<file path="src/rtl/root_job_sequencer.sv">
// Job front-end for the nth-root engine: queues (radicand, degree, tag) jobs,
// issues them one at a time, captures the Q10.10 result or a timeout, and
// returns responses in request order on a valid/ready port.
module root_job_sequencer #(
    parameter int FIFO_DEPTH = 4,
    parameter int TIMEOUT    = 64,
    parameter int TAG_W      = 4
) (
    input  logic             clk,
    input  logic             rst,
    input  logic             req_valid,
    output logic             req_ready,
    input  logic [9:0]       req_radicand,
    input  logic [2:0]       req_degree,
    input  logic [TAG_W-1:0] req_tag,
    output logic             root_in_valid,
    output logic [9:0]       root_in_data_1,
    output logic [2:0]       root_in_data_2,
    input  logic             root_out_valid,
    input  logic [19:0]      root_out_data,
    output logic             rsp_valid,
    input  logic             rsp_ready,
    output logic [19:0]      rsp_root,
    output logic [TAG_W-1:0] rsp_tag,
    output logic [1:0]       rsp_err
);
    localparam int AW = $clog2(FIFO_DEPTH);
    localparam int CW = $clog2(TIMEOUT + 1);

    typedef enum logic [2:0] {IDLE, ISSUE, WAIT, RESP, DRAIN} state_t;

    state_t state, state_next;

    // request queue; pointers carry an extra wrap bit to tell full from empty
    logic [9:0]       q_rad [FIFO_DEPTH];
    logic [2:0]       q_deg [FIFO_DEPTH];
    logic [TAG_W-1:0] q_tag [FIFO_DEPTH];
    logic [AW:0]      wptr, rptr;
    logic             ready_q;
    logic             empty, full, push, pop;
    logic [9:0]       head_rad;
    logic [2:0]       head_deg;
    logic [TAG_W-1:0] head_tag;

    logic [CW-1:0]    tcnt;
    logic             ov_d, rise, timed_out;

    logic             in_valid_n, rsp_valid_n;
    logic [9:0]       data1_n;
    logic [2:0]       data2_n;
    logic [19:0]      root_n;
    logic [TAG_W-1:0] tag_n;
    logic [1:0]       err_n;

    assign empty     = (wptr == rptr);
    assign full      = (wptr[AW] != rptr[AW]) && (wptr[AW-1:0] == rptr[AW-1:0]);
    assign req_ready = ready_q && !full;
    assign push      = req_valid && req_ready;
    assign pop       = (state == IDLE) && !empty;
    assign head_rad  = q_rad[rptr[AW-1:0]];
    assign head_deg  = q_deg[rptr[AW-1:0]];
    assign head_tag  = q_tag[rptr[AW-1:0]];

    // only a fresh rising edge of the engine's valid counts as a result
    assign rise      = root_out_valid && !ov_d;
    assign timed_out = (tcnt == CW'(TIMEOUT - 1));

    // queue pointers and storage; ready stays low through the reset cycle
    always_ff @(posedge clk) begin
        if (rst) begin
            wptr    <= '0;
            rptr    <= '0;
            ready_q <= 1'b0;
        end else begin
            ready_q <= 1'b1;
            if (push) begin
                q_rad[wptr[AW-1:0]] <= req_radicand;
                q_deg[wptr[AW-1:0]] <= req_degree;
                q_tag[wptr[AW-1:0]] <= req_tag;
                wptr                <= wptr + 1'b1;
            end
            if (pop)
                rptr <= rptr + 1'b1;
        end
    end

    // state register, WAIT cycle counter and engine-valid history
    always_ff @(posedge clk) begin
        if (rst) begin
            state <= IDLE;
            tcnt  <= '0;
            ov_d  <= 1'b0;
        end else begin
            state <= state_next;
            ov_d  <= root_out_valid;
            if (state == WAIT && state_next == WAIT)
                tcnt <= tcnt + 1'b1;
            else
                tcnt <= '0;
        end
    end

    // next-state logic
    always_comb begin
        state_next = state;
        case (state)
            IDLE:  if (!empty) state_next = (head_deg == 3'd0) ? RESP : ISSUE;
            ISSUE: state_next = WAIT;
            WAIT:  if (rise || timed_out) state_next = RESP;
            RESP:  if (rsp_ready) state_next = (rsp_err == 2'b00) ? DRAIN : IDLE;
            DRAIN: if (!root_out_valid) state_next = IDLE;
            default: state_next = IDLE;
        endcase
    end

    // next values of the registered outputs; capture beats timeout in WAIT
    always_comb begin
        in_valid_n  = (state_next == ISSUE);
        rsp_valid_n = (state_next == RESP);
        data1_n     = root_in_data_1;
        data2_n     = root_in_data_2;
        root_n      = rsp_root;
        tag_n       = rsp_tag;
        err_n       = rsp_err;
        if (pop) begin
            data1_n = head_rad;
            data2_n = head_deg;
            tag_n   = head_tag;
            if (head_deg == 3'd0) begin
                root_n = '0;
                err_n  = 2'b01;
            end
        end
        if (state == WAIT) begin
            if (rise) begin
                root_n = root_out_data;
                err_n  = 2'b00;
            end else if (timed_out) begin
                root_n = '0;
                err_n  = 2'b10;
            end
        end
    end

    // output registers; job operands held from pop until the next pop
    always_ff @(posedge clk) begin
        if (rst) begin
            root_in_valid  <= 1'b0;
            root_in_data_1 <= '0;
            root_in_data_2 <= '0;
            rsp_valid      <= 1'b0;
            rsp_root       <= '0;
            rsp_tag        <= '0;
            rsp_err        <= '0;
        end else begin
            root_in_valid  <= in_valid_n;
            root_in_data_1 <= data1_n;
            root_in_data_2 <= data2_n;
            rsp_valid      <= rsp_valid_n;
            rsp_root       <= root_n;
            rsp_tag        <= tag_n;
            rsp_err        <= err_n;
        end
    end
endmodule

</file>
<file path="config.mk">
export PLATFORM = sky130hd
export DESIGN_NAME = root_job_sequencer
export DESIGN_NICKNAME = d
export VERILOG_FILES = /design/src/rtl/root_job_sequencer.sv
export SDC_FILE = /design/constraint.sdc
export NUM_CORES = 1
export LEC_CHECK = 0
export ABC_AREA = 1
export CAP_MARGIN = 20
export CORE_UTILIZATION = 35
export DETAILED_ROUTE_END_ITERATION = 7
export GPL_ROUTABILITY_DRIVEN = 0
export GPL_TIMING_DRIVEN = 0
export SLEW_MARGIN = 40
export SYNTH_ARGS = -nofsm -noshare
export SYNTH_HDL_FRONTEND = slang
export SYNTH_SLANG_ARGS = --single-unit
</file>
<file path="constraint.sdc">
create_clock -name clk -period 2.4 [get_ports clk]
set_input_delay 0.6 -clock clk [delete_from_list [all_inputs] [get_ports clk]]
set_output_delay 0.6 -clock clk [all_outputs]
set_load 0.02 [all_outputs]
</file>
== Yosys cells after proc, flatten, opt, wreduce, memory -nomap -nowiden ==
Memory sizes are Yosys's and may differ from the RTL's. A register that Yosys moved wholly into a read port is not among the register bits.
Index checks and enable logic that the tools add are counted.

* Flip-flop bits (word level): 45
* Memory bits (writable): 68
* Output and inout bits: 42
* Memories: 3

* Add/subtract/negate cells: 3
* Eq/ne operators: 11
* Muxes and demuxes: 23
* Bitwise gates (word level): 1
* Reduce and logical (&&, ||, !) cells: 14

{| class="wikitable"
|+ Memory list
! memory !! words !! bits a word !! read ports !! clocked after Yosys merged registers in !! write ports !! RTL line !! text
|-
| q_rad || 4 || 10 || 1 || 1 || 1 || 35 || <nowiki>logic [9:0] q_rad [FIFO_DEPTH];</nowiki>
|-
| q_tag || 4 || 4 || 1 || 1 || 1 || 37 || <nowiki>logic [TAG_W-1:0] q_tag [FIFO_DEPTH];</nowiki>
|-
| q_deg || 4 || 3 || 1 || 1 || 1 || 36 || <nowiki>logic [2:0] q_deg [FIFO_DEPTH];</nowiki>
|}

{| class="wikitable"
|+ Operators with widths
! operator !! number
|-
| $mux 20 || 5
|-
| $mux 2 || 8
|-
| $mux 3 || 5
|-
| $pmux 3 s5 || 1
|-
| $eq 3x2->1 const B || 4
|-
| $add 7x1->7 const B || 1
|-
| $eq 7x6->1 const B || 1
|-
| $add 3x1->3 const B || 2
|-
| $eq 3x1->1 const B || 2
|-
| $logic_and 1x1->1 || 6
|-
| $logic_not 3->1 || 2
|-
| $mux 1 || 4
|-
| $eq 3x3->1 || 1
|-
| $eq 3x3->1 const B || 1
|-
| $logic_not 1->1 || 3
|-
| $eq 2x2->1 || 1
|-
| $logic_not 2->1 || 1
|-
| $reduce_or 2->1 || 1
|-
| $logic_or 1x1->1 || 1
|-
| $ne 1x1->1 || 1
|-
| $not 1->1 || 1
|}

== Depth between registers and ports, before layout ==
Gate-level depths: netlist of the first run.

* Word-level depth: 9
* Gate-level depth with buffers: 11

== Least setup slack after synthesis of the first run ==
OpenSTA, ideal clock, no wires.

* Path kind: input to register
* From: input port rst
* To: memory q_deg[0][0] (enable)
* Arrival time: 1855 ps
* Setup slack: 154 ps
* Cell stages on the path: 4
* Buffers on the path: 1
* Cells stage by stage: clkbuf_1 -> inv_1 -> nand3_1 -> nor2_1

* Word-level cells in the longest chain between the ends: 2

{| class="wikitable"
|+ Ends and longest elaborated chain
! element !! RTL line !! text
|-
| start, declared || 10 || <nowiki>input logic rst,</nowiki>
|-
| $mux 1 || 70 || <nowiki>if (rst) begin</nowiki>
|-
| $mux 1 (implied by the code) || 78 || <nowiki>q_deg[wptr[AW-1:0]] <= req_degree;</nowiki>
|-
| end, declared || 36 ||
|}

Every way passes these cells.

== Final worst setup path of the first run ==
* From: register wptr[0]
* To: output port req_ready

* Word-level cells in the longest chain between the ends: 4

{| class="wikitable"
|+ Ends and longest elaborated chain
! element !! RTL line !! text
|-
| start, declared || 38 || <nowiki>logic [AW:0] wptr, rptr;</nowiki>
|-
| start signal, assigned || 80 || <nowiki>wptr <= wptr + 1'b1;</nowiki>
|-
| $eq 2x2->1 || 56 || <nowiki>assign full = (wptr[AW] != rptr[AW]) && (wptr[AW-1:0] == rptr[AW-1:0]);</nowiki>
|-
| $logic_and 1x1->1 || 56 ||
|-
| $logic_not 1->1 || 57 || <nowiki>assign req_ready = ready_q && !full;</nowiki>
|-
| $logic_and 1x1->1 || 57 ||
|-
| end, declared || 12 || <nowiki>output logic req_ready,</nowiki>
|}

Every way passes these cells.

==> summary.md, run 1 <==
| Metric | Value |
|---|---|
| Std-Cell Rows | 44 |
| RSZ-0062 raised after global routing | false |
| Syn Inst Count | 476 |
| Die span in y | 123 um |
| Final Critical Period | 2170 ps |
| Core area | 14500 um^2 |
| DRC Markers | 0 |
| Slowest CP cell | dfxtp_1 |
| Crit path cell chain | inv_2 -> nand2_1 -> nand2_1 -> nand2_1 -> o21ai_1 -> inv_1 -> clkbuf_2 |
| Synthesized flop and latch total | 129 |
| First drt pass iteration count | 4 |
| Mapped cell area | 5160 um^2 |
| Status | complete, no violations |
| Synth top area share | 39.6% |
| Final Net Count | 629 |
| Crit-path max FO | 6 |
| Port-buffer cells | 82 |
| Remaining Overflow, GRT | 0 |
| Final setup TNS | 0 ps |
| Clk slew on worst S/H paths | 50 ps |
| Antenna Nets Post-Route | 0 |
| Post-Syn Nets | 524 |
| Starting DRT DRC Count | 221 |
| Total power | 7.07 mW |
| Setup ws final | 235 ps |
| Total global-route track usage | 16.5% |
| H-Tree Depth | 4 |
| Slew Limit Fails | 0 |
| Count leader, synth | nor2_1 |
| Clock Tree Buf Depth | 2 |
| Power Dens Cells | 1020 nW/um^2 |
| TritonCTS Buffers | 17 |
| WP buf/inv | 3 |
| Synth cell types | 34 |
| Layout cell share with drive strength beyond 1 | 19.0% |
| Sequential cell area fraction in the yosys report | 63.3% |
| Clk_lat worst skew | 410 ps |
| Number of synthesized flops with an enable pin | 68 |
| IO Pins | 84 |
| Number of diodes | 0 |
| Clock skew | 8.58 ps |
| Most frequent CP cell | nand2_1 |
| Pleak | 2.44 nW |
| Final setup violation count | 0 |
| Worst slack at placement | -24.7 ps |
| DR vias/cell | 4.81 |
| Max-slew headroom | 52.0% |
| Final WL | 11800 um |
| Die Width | 123 um |
| Crit path required time | 1800 ps |
| Hold_ws | 445 ps |
| Crit path max-delay family | flip-flops |
| WL/cell | 15.2 um |
| Post-layout util | 47.8% |
| Max cap viols | 0 |
| Most instantiated cells after synthesis | 80 x nor2_1, 68 x edfxtp_1, 61 x dfxtp_1 |
| DPL Wire Length | 8000 um |
| Area growth syn-to-layout | 34.2% |
| Top cell type by total area after synthesis | edfxtp_1 |
| Hold Fails Final Rpt | 0 |
| Worst setup path class | register to primary output |
| Root buffer cell | clkbuf_16 |
| Worst-margin pin slew | 720 ps |
| Peak Freq | 462 MHz |
| Initial Utilization | 35.6% |
| CP Capture Type | primary output |
| Ranking of synthesized cells by area | edfxtp_1 40%, dfxtp_1 24%, nor2_1 5.8%, nand2_1 3.9%, nand3_2 3.9% |
| Period utilization | 90.2% |
| Worst hold path type | register to register |
| CTS sink cnt | 129 |
| Synth Area per Inst | 10.8 um^2 |
| Slowest stage delay, CP | 440 ps |
| Arr. time, crit path | 1570 ps |
| Syn. warnings | 0 |
| Largest net degree at the start of global routing | 17 |
| DR vias | 3744 |
| Max rail drop VDD | 0.680 mV |
| First-pass GRT wire length | 18500 um |
| CTS tree | done |
| Number of global-route vias before repair | 3734 |
| Ys flop type | edfxtp_1 |
| Crit start category | register |
| Initial antenna violation count | 0 |
| Async set-reset flop share out of synthesis | 0% |
| Die ar. | 15200 um^2 |
[metal layers]
layer	wire, um	GRT usage [%]
met3	765	4.94
met1	5240	19.2
met5	0	0
met4	206	6.85
met2	5600	28.2
[registers in the layout, summed over array words and instances, names as in the netlist, 2 cells and up, named ones only]
name / flops
root_in_data_2: 3
root_in_data_1: 10
rsp_root: 20
wptr: 3
state: 3
q_deg: 12
q_tag: 16
rsp_err: 2
rptr: 3
rsp_tag: 4
tcnt: 7
q_rad: 40
[path summary, 6_finish.rpt]
check	start	endpoint	slack [ps]	cells after the start
setup reg to reg	wptr[0]	q_tag[0][3]	240	9
hold / removal	tcnt[0]	tcnt[0]	450	1
hold reg to reg	tcnt[0]	tcnt[0]	450	1
setup / recovery	wptr[0]	req_ready	230	7
[stage by stage]
step / std cells / area, um^2
2_1_floorplan: 476 / 5160
3_3_place_gp: 742 / 6210
3_5_place_dp: 746 / 6320
4_1_cts: 778 / 6930
5_1_grt: 778 / 6920
6_report: 778 / 6920
[kinds of logic after synthesis]
logic type | count (synthesis) | synth area share, %
and+or+nand+nor | 183 | 17.3
DFF | 129 | 63.3
AOI/OAI and AO/OA | 100 | 11.7
buffers and inverters | 53 | 5.48
adders and majority gates | 6 | 1.46
xor gates and xnor gates | 5 | 0.849
[placed cells by master, fill, tap and decap left out, drive strengths merged, types with 6 or more instances in the layout]
cell type      instances
o21ai                 53
ha                     6
dfxtp                 61
a21oi                 32
nand2                 59
inv                   31
clkinv                 8
a31oi                 15
nand3                 36
clkdlybuf4s50         81
buf                   20
clkbuf                28
edfxtp                68
nor2                  82
[layout make-up]
type                    instances  area [um^2]
repair buffers                 86          901
clock buffers                  19          443
clock inverters                13          160
inverters                      29          119
plain buffers                  24          164
well taps                     184          230
flip-flops and latches        129         3260
multi-input cells             294         1640
fillers                      1281         7560
[report_power, final]
group / switching (mW) / internal [mW]
clock network: 0.934 / 1.66
logic: 1.10 / 0.706
registers: 0.142 / 2.53
[what timing repair did]
item,in CTS,in global routing
endpoints found under the setup margin,1,1
hold buffers,0,0
setup buffers,0,0
resized for setup,1,2
No activity file was read; power rests on OpenSTA's default activity.
==> inputs of run 2 (changes only) <==
--- a/config.mk
+++ b/config.mk
@@ -7,10 +7,11 @@
 export LEC_CHECK = 0
 export ABC_AREA = 1
 export CAP_MARGIN = 20
-export CORE_UTILIZATION = 35
+export CORE_UTILIZATION = 48
 export DETAILED_ROUTE_END_ITERATION = 7
 export GPL_ROUTABILITY_DRIVEN = 0
 export GPL_TIMING_DRIVEN = 0
+export PLACE_DENSITY = 0.76
 export SLEW_MARGIN = 40
 export SYNTH_ARGS = -nofsm -noshare
 export SYNTH_HDL_FRONTEND = slang
==> run 2 against run 1 <==
Global-route usage is 5.5 points higher. Largest power group unchanged. Flip-flop and latch count stayed put. Combinational power hardly changed. Critical path depth stayed put. Register-to-register slack better by 40 ps. Largest cell class unchanged.
==> summary.md, run 2 (same netlist as run 1, synthesis figures left out) <==
| Metric | Value |
|---|---|
| Root buffer cell | clkbuf_8 |
| Clk slew on worst S/H paths | 60 ps (about the same) |
| Max rail drop VDD | 0.571 mV (-16%) |
| TritonCTS Buffers | 17 (unchanged) |
| Number of diodes | 0 (unchanged) |
| Largest net degree at the start of global routing | 18 (+1) |
| Crit start category | register |
| Worst-margin pin slew | 699 ps (-21.4 ps) |
| Total power | 6.93 mW (-1.9%) |
| Max-slew headroom | 53.4% (+1.4 points) |
| Port-buffer cells | 82 (unchanged) |
| Clock Tree Buf Depth | 2 (unchanged) |
| Initial Utilization | 49.7% (+14 points) |
| Final setup violation count | 0 (unchanged) |
| Final setup TNS | 0 ps (unchanged) |
| Max cap viols | 0 (unchanged) |
| DRC Markers | 0 (unchanged) |
| Hold Fails Final Rpt | 0 (unchanged) |
| Starting DRT DRC Count | 174 (-21%) |
| Slew Limit Fails | 0 (unchanged) |
| CTS tree | done |
| Worst setup path class | register to primary output |
| Number of global-route vias before repair | 3824 (+2.4%) |
| Slowest CP cell | dfxtp_1 |
| Die span in y | 106 um (-14%) |
| Number of fill cells in the layout | 825 (-36%) |
| Period utilization | 95.5% (+5.3 points) |
| DPL Wire Length | 7690 um (-3.9%) |
| Crit-path max FO | 7 (+1) |
| Antenna Nets Post-Route | 0 (unchanged) |
| Area growth syn-to-layout | 32.0% |
| Final Cell Area | 6810 um^2 (-1.6%) |
| Max reg flops | 40 (unchanged) |
| Arr. time, crit path | 1690 ps (+120 ps) |
| Worst slack at placement | -60.0 ps (-35.3 ps) |
| First drt pass iteration count | 4 (unchanged) |
| H-Tree Depth | 4 (unchanged) |
| IO Pins | 84 (unchanged) |
| Hold_ws | 450 ps (+5.03 ps) |
| RSZ-0062 raised after global routing | false |
| Final WL | 11500 um (-2.5%) |
| CTS sink cnt | 129 (unchanged) |
| Worst hold path type | register to register |
| Final Net Count | 629 (unchanged) |
| Final Critical Period | 2290 ps (+127 ps) |
| Status | complete, no violations |
| Remaining Overflow, GRT | 0 (unchanged) |
| Setup ws final | 108 ps (-127 ps) |
| DR vias | 3754 (+0.27%) |
| Slowest stage delay, CP | 350 ps (-90 ps) |
| Most frequent CP cell | nand2_1 |
| Total global-route track usage | 22.0% (+5.5 points) |
| First-pass GRT wire length | 18700 um (+0.82%) |
| Crit path required time | 1800 ps (about the same) |
| Clock skew | 9.12 ps (+0.542 ps) |
| Core area | 10400 um^2 (-28%) |
| Placed inst area | 6240 um^2 (-1.4%) |
| Initial antenna violation count | 0 (unchanged) |
| Crit path cell chain | buf_6 -> nand2_1 -> nand2_2 -> nand2_1 -> o21ai_1 -> inv_2 -> clkdlybuf4s15_2 |
| DR vias/cell | 5.14 (+6.9%) |
| Pleak | 2.40 nW (-1.5%) |
| WL/cell | 15.8 um (+3.9%) |
| Die ar. | 11200 um^2 (-27%) |
| Power Dens Cells | 1020 nW/um^2 (-0.33%) |
| Commonest non-fill, non-tap cell in the layout | clkdlybuf4s50_1 |
| Most frequent cells in the layout | 81 x clkdlybuf4s50_1, 76 x nor2_1, 68 x edfxtp_1, 59 x dfxtp_1, 54 x nand2_1 |
| CP Capture Type | primary output |
| Die Width | 106 um (-14%) |
| Peak Freq | 436 MHz (-5.5%) |
| Std-Cell Rows | 37 (-16%) |
| Layout cell share with drive strength beyond 1 | 19.9% (+0.84 points) |
| Clk_lat worst skew | 520 ps (+110 ps) |
run 2: changes by cell type in the layout (fill, tap and decap cells not counted), moves of 2 or more:
cell        change
dfxtp_1         -2
dfxtp_2         +2
clkinv_1        -2
clkinvlp_4      +3
buf_16          -2
inv_6           +2
run 2: report_power, final:
part	switching [mW]	leakage, nW	internal (mW)
clock network	0.989	0.269	1.49
registers	0.135	1.11	2.53
logic	1.08	1.02	0.708
run 2: layout make-up:
cell class | count | area (um^2) | area share (%)
multi-input cells | 294 | 1640 | 24.1
clock inverters | 14 | 154 | 2.26
well taps | 136 | 170 | 2.50
repair buffers | 86 | 878 | 12.9
plain buffers | 24 | 164 | 2.41
flip-flops and latches | 129 | 3270 | 47.9
inverters | 29 | 119 | 1.75
clock buffers | 18 | 418 | 6.14
run 2: metrics by stage:
stage,utilization (%),cells
2_1_floorplan,-,476
3_3_place_gp,59.3,694
3_5_place_dp,60.1,698
4_1_cts,65.7,730
5_1_grt,65.7,730
6_report,65.7,730
run 2: routing by layer:
metal / wire length [um] / track usage [%]
met4: 85 / 7.14
met5: 0 / 0
met2: 5970 / 37.8
met1: 4840 / 26.6
met3: 611 / 6.37
run 2: repair_timing:
action / 4_1_cts / 5_1_grt
resized for setup: 3 / 3
setup endpoints to repair: 1 / 1
hold buffers: 0 / 0
buffers inserted: 0 / 0
run 2: worst paths after layout:
| check | from | to | slack, ps | depth (start not counted) |
|---|---|---|---|---|
| hold / removal | tcnt[0] | tcnt[0] | 450 | 1 |
| hold reg to reg | tcnt[0] | tcnt[0] | 450 | 1 |
| setup reg to reg | rptr[1] | q_rad[2][2] | 280 | 10 |
| setup / recovery | rptr[1] | req_ready | 110 | 7 |
run 2: worst max-delay path: cells and delay by family (launching register included):
family	cells	cell delay [ps]
AOI/OAI and AO/OA	1	140
DFF	1	350
and+or+nand+nor	3	200
buffers and inverters	3	500
==> inputs of run 3 (changes only) <==
--- a/config.mk
+++ b/config.mk
@@ -6,7 +6,6 @@
 export NUM_CORES = 1
 export LEC_CHECK = 0
 export ABC_AREA = 1
-export CAP_MARGIN = 20
 export CORE_UTILIZATION = 48
 export DETAILED_ROUTE_END_ITERATION = 7
 export GPL_ROUTABILITY_DRIVEN = 0
==> results of run 3 <==
The final DEF is identical to that of run 2; final timing and power are the same.
